[config.mk]
export PLATFORM = sky130hd
export DESIGN_NAME = midi_msg_sequencer
export DESIGN_NICKNAME = d
export VERILOG_FILES = /design/src/rtl/midi_pkg.sv /design/src/rtl/midi_timeout_timer.sv /design/src/rtl/midi_msg_sequencer.sv
export SDC_FILE = /design/constraint.sdc
export NUM_CORES = 1
export LEC_CHECK = 0
export CORE_UTILIZATION = 25
export CTS_CLUSTER_DIAMETER = 40
export DETAILED_ROUTE_END_ITERATION = 10
export GPL_TIMING_DRIVEN = 0
export HOLD_SLACK_MARGIN = 0.1
export SLEW_MARGIN = 20
export SYNTH_ARGS = -nofsm -noshare
export SYNTH_HDL_FRONTEND = slang
export SYNTH_SLANG_ARGS = --single-unit
[constraint.sdc]
create_clock -name gClock -period 2.7 [get_ports gClock]
set_clock_uncertainty 0.05 [all_clocks]
set_input_delay 0.405 -clock gClock [delete_from_list [all_inputs] [get_ports gClock]]
set_output_delay 0.405 -clock gClock [all_outputs]
set_load 0.01 [all_outputs]
[src/rtl/midi_pkg.sv]
// Shared types and constants for the MIDI message sequencer.
// State encoding, byte-class decode and status nibble constants.
package midi_pkg;

    typedef enum logic [1:0] {
        IDLE,
        DATA1,
        DATA2,
        HOLD
    } seqState_t;

    typedef enum logic [2:0] {
        BC_DATA,
        BC_NOTE,
        BC_OTHER,
        BC_SYS,
        BC_RT
    } byteClass_t;

    localparam logic [3:0] NOTE_OFF_NIB = 4'h8;
    localparam logic [3:0] NOTE_ON_NIB  = 4'h9;
    localparam logic [7:0] SYS_BASE     = 8'hF0;
    localparam logic [7:0] RT_BASE      = 8'hF8;

    function automatic byteClass_t classifyByte(input logic [7:0] b);
        byteClass_t c;
        if (b >= RT_BASE)
            c = BC_RT;
        else if (b >= SYS_BASE)
            c = BC_SYS;
        else if (!b[7])
            c = BC_DATA;
        else if (b[7:4] == NOTE_OFF_NIB || b[7:4] == NOTE_ON_NIB)
            c = BC_NOTE;
        else
            c = BC_OTHER;
        return c;
    endfunction

endpackage

[src/rtl/midi_timeout_timer.sv]
// Clear/enable counter that saturates at pLimit and flags expiry while enabled.
module midi_timeout_timer #(
    parameter int unsigned pWidth = 16,
    parameter int unsigned pLimit = 50000
) (
    input  logic gClock,
    input  logic gReset,
    input  logic iClear,
    input  logic iEnable,
    output logic oExpired
);

    localparam logic [pWidth-1:0] cLimit = pWidth'(pLimit);

    logic [pWidth-1:0] count;

    always_ff @(posedge gClock) begin
        if (!gReset || iClear)
            count <= '0;
        else if (iEnable && count != cLimit)
            count <= count + 1'b1;
    end

    assign oExpired = iEnable && (count == cLimit);

endmodule

[src/rtl/midi_msg_sequencer.sv]
// Pops bytes from the UART FIFO, assembles Note-On/Off messages with running status,
// filters by channel and hands them downstream. Option: NOTE_ON_ZERO_AS_OFF_EN.
module midi_msg_sequencer
    import midi_pkg::*;
#(
    parameter int unsigned pTimeoutCycles = 50000,
    parameter int unsigned pTimerWidth    = 16
) (
    input  logic        gClock,
    input  logic        gReset,
    input  logic [7:0]  iByte,
    input  logic        iByteValid,
    output logic        oByteRead,
    input  logic [15:0] iChannelMask,
    output logic [7:0]  oStatus,
    output logic [7:0]  oNote,
    output logic [7:0]  oVelocity,
    output logic        oMsgValid,
    input  logic        iMsgReady,
    output logic        oTimeout
);

    seqState_t  state;
    seqState_t  nextState;
    byteClass_t byteClass;

    logic       readPrev;
    logic [7:0] runStatus;
    logic       runNote;
    logic [7:0] noteReg;
    logic [7:0] outStatus;
    logic       timeoutPulse;
    logic       maskHit;
    logic       timerClear;
    logic       timerEnable;
    logic       expired;

    assign byteClass = classifyByte(iByte);
    assign maskHit   = iChannelMask[runStatus[3:0]];

    always_ff @(posedge gClock) begin
        if (!gReset)
            state <= IDLE;
        else
            state <= nextState;
    end

    // A pop always wins over a simultaneous expiry; the timer enable is gated by it too.
    always_comb begin
        nextState = state;
        if (state == HOLD) begin
            if (iMsgReady)
                nextState = IDLE;
        end else if (oByteRead) begin
            unique case (byteClass)
                BC_RT:            nextState = state;
                BC_SYS, BC_OTHER: nextState = IDLE;
                BC_NOTE:          nextState = DATA1;
                BC_DATA: begin
                    unique case (state)
                        IDLE:    if (runNote) nextState = DATA2;
                        DATA1:   nextState = DATA2;
                        DATA2:   nextState = maskHit ? HOLD : IDLE;
                        default: nextState = state;
                    endcase
                end
                default:          nextState = state;
            endcase
        end else if (expired) begin
            nextState = IDLE;
        end
    end

    always_comb begin
        oByteRead = gReset && iByteValid && (state != HOLD) && !readPrev;
        oMsgValid = (state == HOLD);
    end

    always_comb begin
        outStatus = runStatus;
`ifdef NOTE_ON_ZERO_AS_OFF_EN
        if (runStatus[7:4] == NOTE_ON_NIB && iByte == 8'h00)
            outStatus = {NOTE_OFF_NIB, runStatus[3:0]};
`endif
    end

    assign timerClear  = (state == IDLE) || (state == HOLD) || (oByteRead && byteClass != BC_RT);
    assign timerEnable = ((state == DATA1) || (state == DATA2)) && !oByteRead;

    midi_timeout_timer #(
        .pWidth (pTimerWidth),
        .pLimit (pTimeoutCycles)
    ) timeoutTimer (
        .gClock   (gClock),
        .gReset   (gReset),
        .iClear   (timerClear),
        .iEnable  (timerEnable),
        .oExpired (expired)
    );

    always_ff @(posedge gClock) begin
        if (!gReset) begin
            readPrev     <= 1'b0;
            timeoutPulse <= 1'b0;
            runStatus    <= '0;
            runNote      <= 1'b0;
            noteReg      <= '0;
            oStatus      <= '0;
            oNote        <= '0;
            oVelocity    <= '0;
        end else begin
            readPrev     <= oByteRead;
            timeoutPulse <= expired;
            if (oByteRead) begin
                unique case (byteClass)
                    BC_SYS: runNote <= 1'b0;
                    BC_NOTE: begin
                        runStatus <= iByte;
                        runNote   <= 1'b1;
                    end
                    BC_OTHER: begin
                        runStatus <= iByte;
                        runNote   <= 1'b0;
                    end
                    BC_DATA: begin
                        if ((state == IDLE && runNote) || state == DATA1)
                            noteReg <= iByte;
                        if (state == DATA2 && maskHit) begin
                            oStatus   <= outStatus;
                            oNote     <= noteReg;
                            oVelocity <= iByte;
                        end
                    end
                    default: ;
                endcase
            end
        end
    end

    assign oTimeout = timeoutPulse;

endmodule

==> flow_summary.json <==
{
  "synth.avg_cell_area_sq_um": 9.16,
  "syn_to_final_growth_pct": 34.7,
  "cts_sinks": 61,
  "max_slew_margin_pct": 42.7,
  "htree_levels": 3,
  "rows": 39,
  "comb_power_share_pct": 7.8,
  "final_cell_area_sq_um": 3970,
  "drv_slew": 0,
  "io_pins": 55,
  "path_class": "primary input to output pin",
  "grt_usage_pct": 12.9,
  "layout.nets": 421,
  "post_cts_buffers": 0,
  "grt_setup_unrepaired": "false",
  "start_kind": "primary input",
  "power.total_mw": 2.24,
  "sw_frac_of_total_pct": 22.7,
  "cts_tree": "yes",
  "hold_slack_ps": 392,
  "antenna_found_initial": 0,
  "ys_types": 42,
  "layout_common_cells": "dfxtp_1, clkdlybuf4s50_1, a21oi_1, nor2_1, nand3_1",
  "leakage_nw": 1.33,
  "cts_root_buf": "clkbuf_16",
  "status": "finished, final reports clean",
  "wl_per_cell_microns": 14.4,
  "path_max_fanout": 9,
  "worst-path-buf-inv": 4,
  "yosys.area.top_type": "dfxtp_1",
  "tns_ps": 0,
  "syn_inst": 322,
  "fmax_mhz": 400,
  "overflow": 0,
  "p_per_area_nw_per_um2": 563,
  "fin_ws_ps": 198,
  "layout.area.seq_sq_um": 1220,
  "crit_top_cell": "clkdlybuf4s50_1",
  "synth_nets": 356,
  "coreArea_sq_um": 11500,
  "cp.required_ps": 2250,
  "multi_input_area_sq_um": 1560,
  "seq_power_share_pct": 40.7,
  "cp_top_family": "buffers and inverters",
  "synth.top_cell.area_share_pct": 41.4,
  "netlist_area_sq_um": 2950,
  "grt_pass1_vias": 2485,
  "hold_buffers": 0,
  "synth.area.top_cells": "dfxtp_1, mux2i_1, a21oi_1, nand3_1, nor2_1",
  "drive_gt1_share_pct": 12.2,
  "drtIter0Drc": 124,
  "r2r_slack_ps": 460,
  "synthArstFlopShare_pct": 0,
  "port_buffers": 54,
  "numCtsBuffers": 9,
  "vias": 2568,
  "start_util_pct": 25.7,
  "clockPowerShare_pct": 51.5,
  "drtAntennaViolNets": 0,
  "hold_path.class": "register to register",
  "grt_pass1_wl_microns": 12600,
  "dp_slack_ps": 32.7,
  "peakVddDrop_mv": 0.348,
  "clkLatencyLatePin_ps": 330,
  "tightest_slew_ps": 855,
  "place.gp.congestion": 0.825,
  "cts_buffer_depth": 2,
  "clk_pin_slew_ps": 50,
  "antenna_cells": 0,
  "ys_ff_latch": 61,
  "setup_viol": 0,
  "slowest_delay_ps": 640,
  "dp_hpwl_microns": 5620,
  "cp.arrival_ps": 2050,
  "yosysWarnings": 0,
  "cp_cell_sequence": "clkdlybuf4s50_1, nand4bb_1, buf_2, inv_2, clkdlybuf4s50_1",
  "seq_area_frac_synth_pct": 41.4,
  "layout_commonest_cell": "dfxtp_1",
  "grt_start_max_net_pins": 12,
  "cts_resized": 0,
  "ys.flop_type": "dfxtp_1",
  "totalWireLength_microns": 7700,
  "internal-power_mw": 1.73,
  "dpl_cell_area_sq_um": 3670,
  "crit_slowest_cell": "clkdlybuf4s50_1",
  "first_pass_iters": 4,
  "endpoint_kind": "output pin",
  "fin_crit_ps": 2500,
  "min_period_over_period_pct": 92.7,
  "drc": 0,
  "fill_cells": 1147,
  "fp.dieW_microns": 111,
  "die_h_microns": 111,
  "die-area_sq_um": 12200,
  "power_switching_mw": 0.507,
  "viasPerCell": 4.80,
  "hold_viol": 0,
  "synth_edf_count": 0,
  "drv_cap": 0
}
[cells in the mapped netlist (2+ instances only)]
master and number:
a21oi_1 32, and2_1 2, and3_1 5, buf_2 4, buf_6 6, clkbuf_1 6
dfxtp_1 61, ha_1 6, inv_1 11, mux2i_1 24, mux4_2 5, nand2_1 16
nand3_1 30, nand4_1 5, nor2_1 32, nor3_1 3, nor4_1 5, nor4bb_1 3
o21ai_0 11, o21ai_1 10, o21ai_2 10, o22ai_1 2, or3_1 5, xnor2_1 7
xor2_1 4
[per-stage QoR]
stage               cells  utilization [%]
finish                535             34.6
global placement      519             32.0
CTS                   535             34.6
global route          535             34.6
detailed placement    519             32.0
floorplan             322                -
[path summary, 6_finish.rpt]
check / from / cells after the start / end
min: noteReg[7] / 2 / noteReg[7]
max reg2reg: state[0] / 8 / timeoutTimer.count[3]
max: gReset / 5 / oByteRead
min reg2reg: noteReg[7] / 2 / noteReg[7]
[tightest hold or removal path: cells and delay by family (launching register included)]
family | cells | cell delay, ps
DFF | 1 | 310
and+or+nand+nor | 2 | 80
[logic make-up after synthesis]
family                   Yosys count  share of synthesized area [%]
flip-flops                        61                           41.4
AO/OA/AOI/OAI                     71                           14.6
multiplexers                      30                           12.7
AND/OR/NAND/NOR                  114                           19.7
XOR/XNOR                          11                           3.27
adder cells (fa/ha/maj)            6                           2.55
buffers and inverters             29                           5.77
[registers in the layout, summed over array words and instances (netlist names)]
name	flops
timeoutTimer.count	16
noteReg	8
oNote	8
oStatus	8
oVelocity	8
outStatus	8
state	2
oTimeout	1
readPrev	1
runNote	1
[routing by layer]
| layer | vias up | share of wire [%] | track usage [%] |
|---|---|---|---|
| met3 | 9 | 5.8 | 5.16 |
| met2 | 54 | 49 | 22.0 |
| li1 | 1281 | - | - |
| met1 | 1224 | 45 | 15.1 |
| met5 | - | 0 | 0 |
| met4 | 0 | 0.81 | 2.84 |
[power by group through the flow]
stage,clock [mW],sequential (mW),combinational (mW)
floorplan,0,0.928,0.0961
global placement,0,0.929,0.173
detailed placement,0,0.929,0.175
CTS,1.17,0.910,0.175
global route,1.21,0.910,0.188
finish,1.15,0.910,0.174
[layout make-up]
cell class,instances,share of cell area (%)
Tap cell,143,4.51
Clock inverter,5,1.51
Multi-Input combinational cell,232,39.2
Inverter,12,1.13
Timing Repair Buffer,54,13.6
Sequential cell,61,30.7
Clock buffer,11,6.11
Buffer,17,3.15
Power figures use the tool's default switching activity.
